[src/rtl/lanes_rx_merger.sv]
`default_nettype none
// ============================================================================
// Module      : lanes_rx_merger
// Description : Captures one block per lane on each block strobe, checks and
//               strips the sync header, and merges both lane payloads into a
//               byte stream with valid/ready flow control. A two-entry
//               ping-pong buffer absorbs consumer back-pressure.
// Revision    : 1.0 - initial release
// ============================================================================
module lanes_rx_merger #(
  parameter int WIDTH = 132
) (
  input  logic             clk,
  input  logic             rst,
  input  logic [1:0]       gen_speed,
  input  logic             block_valid,
  input  logic             flush,
  input  logic [WIDTH-1:0] lane_0_rx_parallel,
  input  logic [WIDTH-1:0] lane_1_rx_parallel,
  input  logic             rx_ready,
  output logic [7:0]       rx_data,
  output logic             rx_valid,
  output logic             rx_lane,
  output logic             sync_err,
  output logic             overflow
);

  // Stored payload excludes the two header bits common to both generations;
  // Gen3 payload then starts two bits further up.
  localparam int PW = WIDTH - 2;

  typedef enum logic [1:0] {
    IDLE    = 2'd0,
    SEND_L0 = 2'd1,
    SEND_L1 = 2'd2
  } state_t;

  state_t             state_q, state_d;
  logic [3:0]         byte_cnt_q, byte_cnt_d;
  logic [1:0][PW-1:0] lane0_q, lane0_d, lane1_q, lane1_d;
  logic [1:0]         ok0_q, ok0_d, ok1_q, ok1_d, g3_q, g3_d, full_q, full_d;
  logic               wr_ptr_q, wr_ptr_d, rd_ptr_q, rd_ptr_d;
  logic [1:0]         occ_q, occ_d;
  logic               sync_err_q, sync_err_d, overflow_q, overflow_d;

  logic               in_g3, in_ok0, in_ok1;
  logic               nxt_ptr, last_byte, accept, free_entry, capture;
  logic [PW-1:0]      cur_blk;
  logic [7:0]         cur_byte;

  function automatic logic hdr_ok(input logic [3:0] hdr, input logic g3);
    if (g3) return (hdr == 4'b0101) || (hdr == 4'b1010);
    else    return (hdr[1:0] == 2'b01) || (hdr[1:0] == 2'b10);
  endfunction

  assign in_g3   = (gen_speed != 2'b00);
  assign in_ok0  = hdr_ok(lane_0_rx_parallel[3:0], in_g3);
  assign in_ok1  = hdr_ok(lane_1_rx_parallel[3:0], in_g3);
  assign nxt_ptr = ~rd_ptr_q;

  // Select the byte currently presented from the head entry
  always_comb begin
    cur_blk  = (state_q == SEND_L1) ? lane1_q[rd_ptr_q] : lane0_q[rd_ptr_q];
    cur_byte = 8'h00;
    for (int k = 0; k < 16; k++) begin
      if (byte_cnt_q == 4'(k)) begin
        cur_byte = g3_q[rd_ptr_q] ? cur_blk[2+8*k +: 8] : cur_blk[8*k +: 8];
      end
    end
  end

  assign rx_valid = (state_q != IDLE);
  assign rx_lane  = (state_q == SEND_L1);
  assign rx_data  = rx_valid ? cur_byte : 8'h00;
  assign sync_err = sync_err_q;
  assign overflow = overflow_q;

  // Next-state: streaming FSM, entry release, capture and occupancy
  always_comb begin
    state_d    = state_q;
    byte_cnt_d = byte_cnt_q;
    lane0_d    = lane0_q;
    lane1_d    = lane1_q;
    ok0_d      = ok0_q;
    ok1_d      = ok1_q;
    g3_d       = g3_q;
    full_d     = full_q;
    wr_ptr_d   = wr_ptr_q;
    rd_ptr_d   = rd_ptr_q;
    occ_d      = occ_q;
    sync_err_d = 1'b0;
    overflow_d = 1'b0;
    free_entry = 1'b0;
    capture    = 1'b0;
    last_byte  = (byte_cnt_q == (g3_q[rd_ptr_q] ? 4'd15 : 4'd7));
    accept     = rx_valid && rx_ready;

    case (state_q)
      IDLE: begin
        if (full_q[rd_ptr_q]) begin
          byte_cnt_d = 4'd0;
          if (ok0_q[rd_ptr_q])      state_d = SEND_L0;
          else if (ok1_q[rd_ptr_q]) state_d = SEND_L1;
          else                      free_entry = 1'b1;
        end
      end
      SEND_L0: begin
        if (accept) begin
          if (last_byte) begin
            byte_cnt_d = 4'd0;
            if (ok1_q[rd_ptr_q]) state_d = SEND_L1;
            else                 free_entry = 1'b1;
          end else begin
            byte_cnt_d = byte_cnt_q + 4'd1;
          end
        end
      end
      SEND_L1: begin
        if (accept) begin
          if (last_byte) begin
            byte_cnt_d = 4'd0;
            free_entry = 1'b1;
          end else begin
            byte_cnt_d = byte_cnt_q + 4'd1;
          end
        end
      end
      default: state_d = IDLE;
    endcase

    // Releasing the head entry: jump straight into the next one if it is
    // already loaded so the stream has no bubble between block pairs.
    if (free_entry) begin
      full_d[rd_ptr_q] = 1'b0;
      rd_ptr_d         = nxt_ptr;
      state_d          = IDLE;
      if (full_q[nxt_ptr]) begin
        if (ok0_q[nxt_ptr])      state_d = SEND_L0;
        else if (ok1_q[nxt_ptr]) state_d = SEND_L1;
      end
    end

    // The write entry is always empty while occupancy is below two, so it
    // can never coincide with the entry being released this cycle.
    if (block_valid) begin
      if (occ_q != 2'd2) begin
        capture           = 1'b1;
        lane0_d[wr_ptr_q] = lane_0_rx_parallel[WIDTH-1:2];
        lane1_d[wr_ptr_q] = lane_1_rx_parallel[WIDTH-1:2];
        ok0_d[wr_ptr_q]   = in_ok0;
        ok1_d[wr_ptr_q]   = in_ok1;
        g3_d[wr_ptr_q]    = in_g3;
        full_d[wr_ptr_q]  = 1'b1;
        wr_ptr_d          = ~wr_ptr_q;
        sync_err_d        = !(in_ok0 && in_ok1);
      end else begin
        overflow_d = 1'b1;
      end
    end

    case ({capture, free_entry})
      2'b10:   occ_d = occ_q + 2'd1;
      2'b01:   occ_d = occ_q - 2'd1;
      default: occ_d = occ_q;
    endcase

    if (flush) begin
      state_d    = IDLE;
      byte_cnt_d = 4'd0;
      lane0_d    = '0;
      lane1_d    = '0;
      ok0_d      = '0;
      ok1_d      = '0;
      g3_d       = '0;
      full_d     = '0;
      wr_ptr_d   = 1'b0;
      rd_ptr_d   = 1'b0;
      occ_d      = 2'd0;
      sync_err_d = 1'b0;
      overflow_d = 1'b0;
    end
  end

  // State and buffer registers, asynchronously cleared
  always_ff @(posedge clk or negedge rst) begin
    if (!rst) begin
      state_q    <= IDLE;
      byte_cnt_q <= 4'd0;
      lane0_q    <= '0;
      lane1_q    <= '0;
      ok0_q      <= '0;
      ok1_q      <= '0;
      g3_q       <= '0;
      full_q     <= '0;
      wr_ptr_q   <= 1'b0;
      rd_ptr_q   <= 1'b0;
      occ_q      <= 2'd0;
      sync_err_q <= 1'b0;
      overflow_q <= 1'b0;
    end else begin
      state_q    <= state_d;
      byte_cnt_q <= byte_cnt_d;
      lane0_q    <= lane0_d;
      lane1_q    <= lane1_d;
      ok0_q      <= ok0_d;
      ok1_q      <= ok1_d;
      g3_q       <= g3_d;
      full_q     <= full_d;
      wr_ptr_q   <= wr_ptr_d;
      rd_ptr_q   <= rd_ptr_d;
      occ_q      <= occ_d;
      sync_err_q <= sync_err_d;
      overflow_q <= overflow_d;
    end
  end

endmodule
`default_nettype wire

[config.mk]
export PLATFORM = sky130hd
export DESIGN_NAME = lanes_rx_merger
export DESIGN_NICKNAME = d
export VERILOG_FILES = /design/src/rtl/lanes_rx_merger.sv
export SDC_FILE = /design/constraint.sdc
export NUM_CORES = 1
export LEC_CHECK = 0
export ABC_CLOCK_PERIOD_IN_PS = 6300
export BUFFER_PORTS_ARGS = -buffer_cell sky130_fd_sc_hd__clkbuf_2
export CORE_MARGIN = 2
export CORE_UTILIZATION = 52
export CTS_CLUSTER_DIAMETER = 40
export DETAILED_ROUTE_END_ITERATION = 8
export PLACE_DENSITY = 0.78
export SYNTH_ARGS = -nofsm -noshare
export SYNTH_HDL_FRONTEND = slang
export SYNTH_SLANG_ARGS = --single-unit
[constraint.sdc]
create_clock -name clk -period 6.3 [get_ports clk]
set_input_delay 0.63 -clock clk [delete_from_list [all_inputs] [get_ports clk]]
set_output_delay 0.63 -clock clk [all_outputs]
set_load 0.005 [all_outputs]
Word level (Yosys, flattened, before mapping):

Cells that the tools add are included.
Widths: inputs -> output; s select.

* order comparisons: 5
* add/subtract/negate cells: 3
* reductions and logical operators: 22
* eq/ne operators: 35
* mux-type cells: 124
* bitwise logic cells: 5

Operators by type and width (number)
* $mux 260: 6
* $mux 130: 6
* $bwmux 260: 2
* $mux 8: 33
* $demux 130 s1: 1
* $mux 2: 24
* $eq 4x4->1 const B: 10
* $mux 1: 38
* $eq 4x3->1 const B: 6
* $mux 4: 5
* $ne 4x4->1 const B: 3
* $reduce_bool 2->1: 5
* $eq 2x1->1 const B: 4
* $eq 2x2->1 const B: 4
* $eq 4x2->1 const B: 2
* $pmux 4 s2: 1
* $bwmux 2: 3
* $lt 1x2->1 const B: 3
* $pmux 2 s3: 1
* $reduce_bool 3->1: 2
* $add 4x1->4 const B: 1
* $eq 4x1->1 const B: 1
* $eq 4x4->1: 1
* $logic_and 1x1->1: 4
* other kinds (22): 28

* bits of input ports: 271
* register bits after elaboration: 540
* output and inout bits: 12

Longest topological paths before layout:

Gate-level depths: netlist (run 1).

* depth after elaboration: 21
* depth in mapped cells: 12

Least setup slack after synthesis (run 1):

OpenSTA, ideal clock, no wires.

* kind: reg2out
* start: register state_q[0]
* end: output rx_data[0]
* buffers on the path: 4
* stages on the path, launching flop included: 13
* setup slack: 3.277 ns
* arrival time: 2.393 ns
* cell sequence: dfrtp_1 > inv_1 > ha_1 > buf_2 > buf_4 > buf_4 > buf_2 > mux4_2 > mux2i_1 > nand2_1 > a31oi_1 > a31oi_1 > o31a_1

* word-level cells in the longest chain between the ends: 20
* elaborated cells on any way between the ends: 36

RTL lines
* from (decl): line 38 `state_t state_q, state_d;`
* from (signal assigned): line 201 `state_q <= state_d;`
* $eq 2x2->1 (*)
* via rx_lane: line 23 `output logic rx_lane,`
* $mux 130 (*): line 63 `cur_blk = (state_q == SEND_L1) ? lane1_q[rd_ptr_q] : lane0_q[rd_ptr_q];`
* $mux 8: line 67 `cur_byte = g3_q[rd_ptr_q] ? cur_blk[2+8*k +: 8] : cur_blk[8*k +: 8];`
* $mux 8 (15 in series): line 66 `if (byte_cnt_q == 4'(k)) begin`
* $mux 8 (*): line 66
* $mux 8 (*): line 74 `assign rx_data = rx_valid ? cur_byte : 8'h00;`
* to (decl): line 21 `output logic [7:0] rx_data,`

The timed path passes the listed nets; every way through them passes the cells marked *.

Final worst setup path (run 1):

* start: register state_q[0]
* end: output rx_data[5]

* word-level cells in the longest chain between the ends: 20
* elaborated cells on any way between the ends: 36

RTL lines (line)
* $eq 2x2->1: 63
* $mux 130: 63
* $mux 8: 67
* $mux 8 (16 in series): 66
* $mux 8 (*): 74

Every way passes the cells marked *; elsewhere a longest branch is shown, timed or not.

==> results of run 1 <==
==> power by group through the flow <==
| stage | Sequential [mW] | Combinational, mW | Clock (mW) |
|---|---|---|---|
| after floorplan | 4.16 | 2.39 | 0 |
| after global placement | 4.31 | 3.08 | 0 |
| after detailed placement | 4.34 | 3.12 | 0 |
| after CTS | 4.29 | 3.13 | 4.42 |
| after global routing | 4.35 | 3.35 | 4.58 |
| final | 4.30 | 3.15 | 4.36 |
==> layer usage <==
layer	vias up	global-route usage, %
li1	7986	-
met1	9746	41.6
met2	942	45.5
met3	152	6.49
met4	0	11.0
met5	-	0
==> worst paths after layout <==
check                                            start  cells past startpoint           end
worst max-delay path                        state_q[0]                     10    rx_data[5]
worst min-delay path                               rst                      1   lane0_q[97]
worst max register to register                rd_ptr_q                      7      occ_q[1]
worst min register to register             lane1_q[93]                      1   lane1_q[93]
max in group asynchronous                          rst                      2   lane1_q[15]
min in group clk                lane_1_rx_parallel[38]                      2  lane1_q[166]
==> registers in the layout, indices dropped and copies added, names as in the netlist, 2 cells and up <==
| register | count |
|---|---|
| byte_cnt_q | 4 |
| full_q | 2 |
| g3_q | 2 |
| lane0_q | 260 |
| lane1_q | 260 |
| occ_q | 2 |
| ok0_q | 2 |
| ok1_q | 2 |
| state_q | 2 |
==> critical path: stages (launching register included) <==
cell	delay [ps]
dfrtp_1	420
inv_1	160
ha_4	700
buf_4	460
mux4_2	310
nand2_1	60
and3_1	270
nand3b_1	220
a311o_1	400
a2111oi_1	370
clkbuf_2	240
==> logic make-up after synthesis <==
family	Yosys count
muxes	181
xor gates and xnor gates	6
DFF	540
AOI/OAI and AO/OA	678
adders and majority gates	12
and+or+nand+nor	292
buffers and inverters	199
==> cell usage in the layout, fill, tap and decap left out, types with 23 or more instances in the layout <==
cell and count:
nor2_1 31, buf_4 23, clkbuf_16 80, nand2_1 142
a22o_1 528, o21ai_0 27, nand3_1 38, clkbuf_2 281
mux2i_1 40, dfrtp_1 539, a21oi_1 44, mux4_2 122
==> through the flow <==
step | hold WS (ps) | utilization, %
2_1_floorplan | 334 | -
3_3_place_gp | 474 | 56.2
3_5_place_dp | 477 | 56.2
4_1_cts | 96.2 | 61.8
5_1_grt | 144 | 61.8
6_report | 66.0 | 61.8
==> area by class of cell <==
cell class | count | area [um2]
antenna | 3 | 7.51
multi-input combinational | 1169 | 10800
clock inverter | 54 | 571
inverter | 13 | 48.8
clock buffer | 91 | 2080
timing repair buffer | 312 | 1730
tap | 615 | 769
sequential | 540 | 13500
fill | 3596 | 18300
==> results_dict.tcl, run 1 <==
set metrics [dict create \
    avgRoutedWirePerCell_um 26.3 \
    synth_most_common_cell "dfrtp_1" \
    path_clk_slew_ps 60 \
    cts_setup_buffers 0 \
    crit_fanout 50 \
    synth-compound-area-share_pct 22.3 \
    synth_xor_area_share_pct 0.208 \
    start_util_pct 52.8 \
    clock_latency_ps 620 \
    gp_congestion 0.944 \
    core_um2 47800 \
    highest_layer "met4" \
    dp.final_hpwl_um 48400 \
    htreeDepth 3 \
    wl_met3_um 6420 \
    wl_um 73500 \
    drt_iter0_drc 2147 \
    ys_ff_latch 540 \
    syn_area_per_cell_um2 13.2 \
    relSlewSlack_pct 24.5 \
    fin_crit_sh_pct 77.9 \
    cts_tree "yes" \
    worst_slack_ps 1390 \
    clockBufferDepth 3 \
    synthTopCellsByArea "dfrtp_1, a22o_1, mux4_2" \
    hold_buffers 0 \
    met2_wirelength_um 34900 \
    pre_cts_slack_ps 2010 \
    fin_crit_ps 4910 \
    grt_util_all_layers_pct 29.5 \
    drive_gt1_share_pct 27.3 \
    synthAdderAreaFrac_pct 0.594 \
    ff2ff_setup_slack_ps 2840 \
    start_kind "flip-flop" \
    area_growth_pct 17.0 \
    finalHoldViolCount 0 \
    core.rowCount 80 \
    synth_edf_count 0 \
    fmax_mhz 204 \
    p_seq_share_pct 36.4 \
    dp_cells 2649 \
    status "finished, final reports clean" \
    finalPower_mw 11.8 \
    routedLengthMet1_um 29700 \
    synth_top_family_by_area "compound AO/OA/AOI/OAI gates" \
    drc_errors 0 \
    boundaryPins 283 \
    design_area_um2 29600 \
    vdd_drop_max_uv 234 \
    setup_viol 0 \
    hp-class "in -> async" \
    p_int_mw 7.95 \
    power.leakage_nw 13.6 \
    worstPathArrival_ps 4280 \
    p_switching_mw 3.86 \
    grt_pass1_wl_um 115000 \
    pwr-share-clk_pct 36.9 \
    cap_violations 0 \
    grt-ovfl-total 0 \
    vias 18800 \
    netlist_area_um2 25300 \
    nNetsFinal 2398 \
    p_per_area_nw_per_um2 399 \
    seq_area_frac_synth_pct 53.5 \
    synth.area.mux_share_pct 14.1 \
    tns_ps 0 \
    async_flop_share_pct 100 \
    cts_root_buf "clkbuf_16" \
    syn-instance-count 1908 \
    dr.pass1.iters 5 \
    synth_top_area_share_pct 53.5 \
    cts_sinks 540 \
    portBuffers 282 \
    synth_simple_gate_area_share_pct 5.48 \
    numCtsBuffers 79 \
    end_kind "primary output" \
    grt_start_max_net_pins 200 \
    pwr-share-comb_pct 26.7 \
    tightestPinTransition_ps 1130 \
    postRouteAntennaNets 0 \
    final-max-slew-violation-count 0 \
    ys_types 73 \
    dieArea_um2 50400 \
    worstSetupPathType "reg -> out" \
    fin_cells 2797 \
    grt_setup_unrepaired "no" \
    syn_nets 2191 \
    vias_per_cell 6.73 \
    die_h_um 224 \
    ys.flop_type "dfrtp_1" \
    synth_top_cell_by_area "dfrtp_1" \
    cts.repair.resized 0 \
    fp.dieW_um 224 \
    grt_pass1_vias 19300 \
    dpl_cell_area_um2 26900 \
    fin_worst_skew_ps 23.1 \
    yosysWarnings 0 \
    critPathRequiredTime_ps 5670 \
    antenna_found_initial 3 \
    synth_common_cells "dfrtp_1, a22o_1, nand2_1" \
    swShare_pct 32.7 \
]
No activity file was read; power rests on OpenSTA's default activity.
==> inputs of run 2 (changes only) <==
ABC_CLOCK_PERIOD_IN_PS = 4000   (was 6300)
PLACE_DENSITY = 0.81   (was 0.78)
clock period = 4 ns   (was 6.3 ns; I/O delays follow)
==> run 2 against run 1 <==
  * Clock-buffer cell count fell by 2
  * Critical path depth rose by 2
  * Non-clock buffer count rose by 45
  * Clock power rose by 58%
  * Cell area rose by 2.0%
  * First-iteration DRC count rose by 3.6%
  * Critical path type unchanged
  * Critical endpoint is now rx_data[7]
  * Largest power group unchanged
==> results_dict.tcl, run 2 (synthesis gave the netlist of run 1 again) <==
set metrics [dict create \
    nNetsFinal 2439 \
    tns_ps 0 \
    critPathRequiredTime_ps 3600 \
    fp.dieW_um 224 \
    p_switching_mw 6.17 \
    vias_per_cell 6.81 \
    power.leakage_nw 13.9 \
    vdd_drop_max_uv 539 \
    final_cell_mix "dfrtp_1, a22o_1, clkbuf_2" \
    dieArea_um2 50400 \
    grt_pass1_wl_um 119000 \
    gp_congestion 0.921 \
    end_kind "primary output" \
    boundaryPins 283 \
    grt_util_all_layers_pct 30.7 \
    fin_cells 2831 \
    core_um2 47800 \
    clockBufferDepth 3 \
    cts_root_buf "clkbuf_16" \
    p_seq_share_pct 35.1 \
    drive_gt1_share_pct 28.4 \
    whs_ps 14.6 \
    status "finished, final reports clean" \
    finalPower_mw 19.1 \
    grt-ovfl-total 0 \
    fin_worst_skew_ps 14.5 \
    p_int_mw 12.9 \
    htreeDepth 3 \
    dr.pass1.iters 8 \
    wl_um 76900 \
    r2r-start "rd_ptr_q" \
    grt_pass1_vias 20000 \
    final-max-slew-violation-count 0 \
    cts_tree "yes" \
    finalHoldViolCount 0 \
    worstPathArrival_ps 3520 \
    setup_viol 0 \
    swShare_pct 32.3 \
    seq_area_um2 13500 \
    start_kind "flip-flop" \
    vias 19300 \
    numCtsBuffers 75 \
    antenna_found_initial 5 \
    hp-class "in -> reg" \
    num-fill-cells 3511 \
    fin_crit_ps 3920 \
    layout_commonest_cell "dfrtp_1" \
    dp_cells 2677 \
    worst_slack_ps 84.0 \
    hp-start "lane_1_rx_parallel[54]" \
    die_h_um 224 \
    area_growth_pct 19.3 \
    avgRoutedWirePerCell_um 27.2 \
    cts_sinks 540 \
    relSlewSlack_pct 41.1 \
    drc_errors 0 \
    postRouteAntennaNets 0 \
    pwr-share-clk_pct 36.3 \
    reg.largest.list "lane0_q: 260 flops, lane1_q: 260 flops, byte_cnt_q: 4 flops" \
    startpoint "byte_cnt_q[1]" \
    drt_iter0_drc 2225 \
    clock_latency_ps 620 \
    core.rowCount 80 \
    path_clk_slew_ps 60 \
    portBuffers 282 \
    fmax_mhz 255 \
    worstSetupPathType "reg -> out" \
    pwr-share-comb_pct 28.6 \
    multiInputGateArea_um2 10900 \
    grt_start_max_net_pins 151 \
    crit_fanout 16 \
    dp.final_hpwl_um 49700 \
    p_per_area_nw_per_um2 633 \
    tightestPinTransition_ps 883 \
    cap_violations 0 \
    fin_crit_sh_pct 97.9 \
    pre_cts_slack_ps 533 \
    start_util_pct 52.8 \
]
run 2: cell type report:
type / count / share of cell area, %
Multi-Input combinational cell: 1169 / 36.0
Clock buffer: 89 / 6.78
Antenna cell: 1 / 0.00830
Sequential cell: 540 / 44.9
Timing Repair Buffer: 357 / 7.67
Inverter: 13 / 0.162
Clock inverter: 47 / 1.94
Tap cell: 615 / 2.55
run 2: final timing paths:
kind	to	slack, ps	cells after the start
max in group asynchronous	lane1_q[150]	2400	3
worst max register to register	occ_q[1]	1260	8
worst max-delay path	rx_data[7]	80	12
worst min-delay path	lane1_q[182]	10	2
min in group asynchronous	lane0_q[217]	440	2
worst min register to register	lane1_q[86]	490	1
run 2: critical path, cell delays in order, from the launching register on:
cell and delay [ps]:
dfrtp_1 420, inv_1 110, ha_2 240, buf_6 200, nor3b_2 190, buf_4 210
a22oi_1 140, a21oi_1 160, nand4_1 170, a211o_1 350, a2111oi_1 370, buf_4 190
clkbuf_2 120
run 2: timing repair:
item,CTS,global route
hold buffers,8,0
endpoints found under the setup margin,6,8
resized for setup,2,14
endpoints found under the hold margin,108,0
cloned,1,2
buffers inserted,4,2
run 2: per-layer routing:
metal / global-route usage, % / part of all wire, % / vias to the layer above
met2: 47.9 / 47 / 1018
met1: 40.9 / 40 / 9989
met3: 7.75 / 8.7 / 185
met4: 13.8 / 4.0 / 8
met5: 0 / 0.070 / -
li1: - / - / 8067
run 2: stage by stage:
step / util [%] / instance area, um2
2_1_floorplan: - / 25300
3_3_place_gp: 56.9 / 27200
3_5_place_dp: 56.9 / 27200
4_1_cts: 62.7 / 30000
5_1_grt: 63.0 / 30100
6_report: 63.0 / 30100
run 2: power groups by stage:
| stage | Clock, mW | Combinational (mW) | Sequential [mW] |
|---|---|---|---|
| 5_1_grt | 7.23 | 5.79 | 6.76 |
| 6_report | 6.91 | 5.46 | 6.69 |
| 3_5_place_dp | 0 | 5.19 | 6.73 |
| 4_1_cts | 6.98 | 5.33 | 6.67 |
| 3_3_place_gp | 0 | 5.10 | 6.68 |
| 2_1_floorplan | 0 | 3.76 | 6.55 |
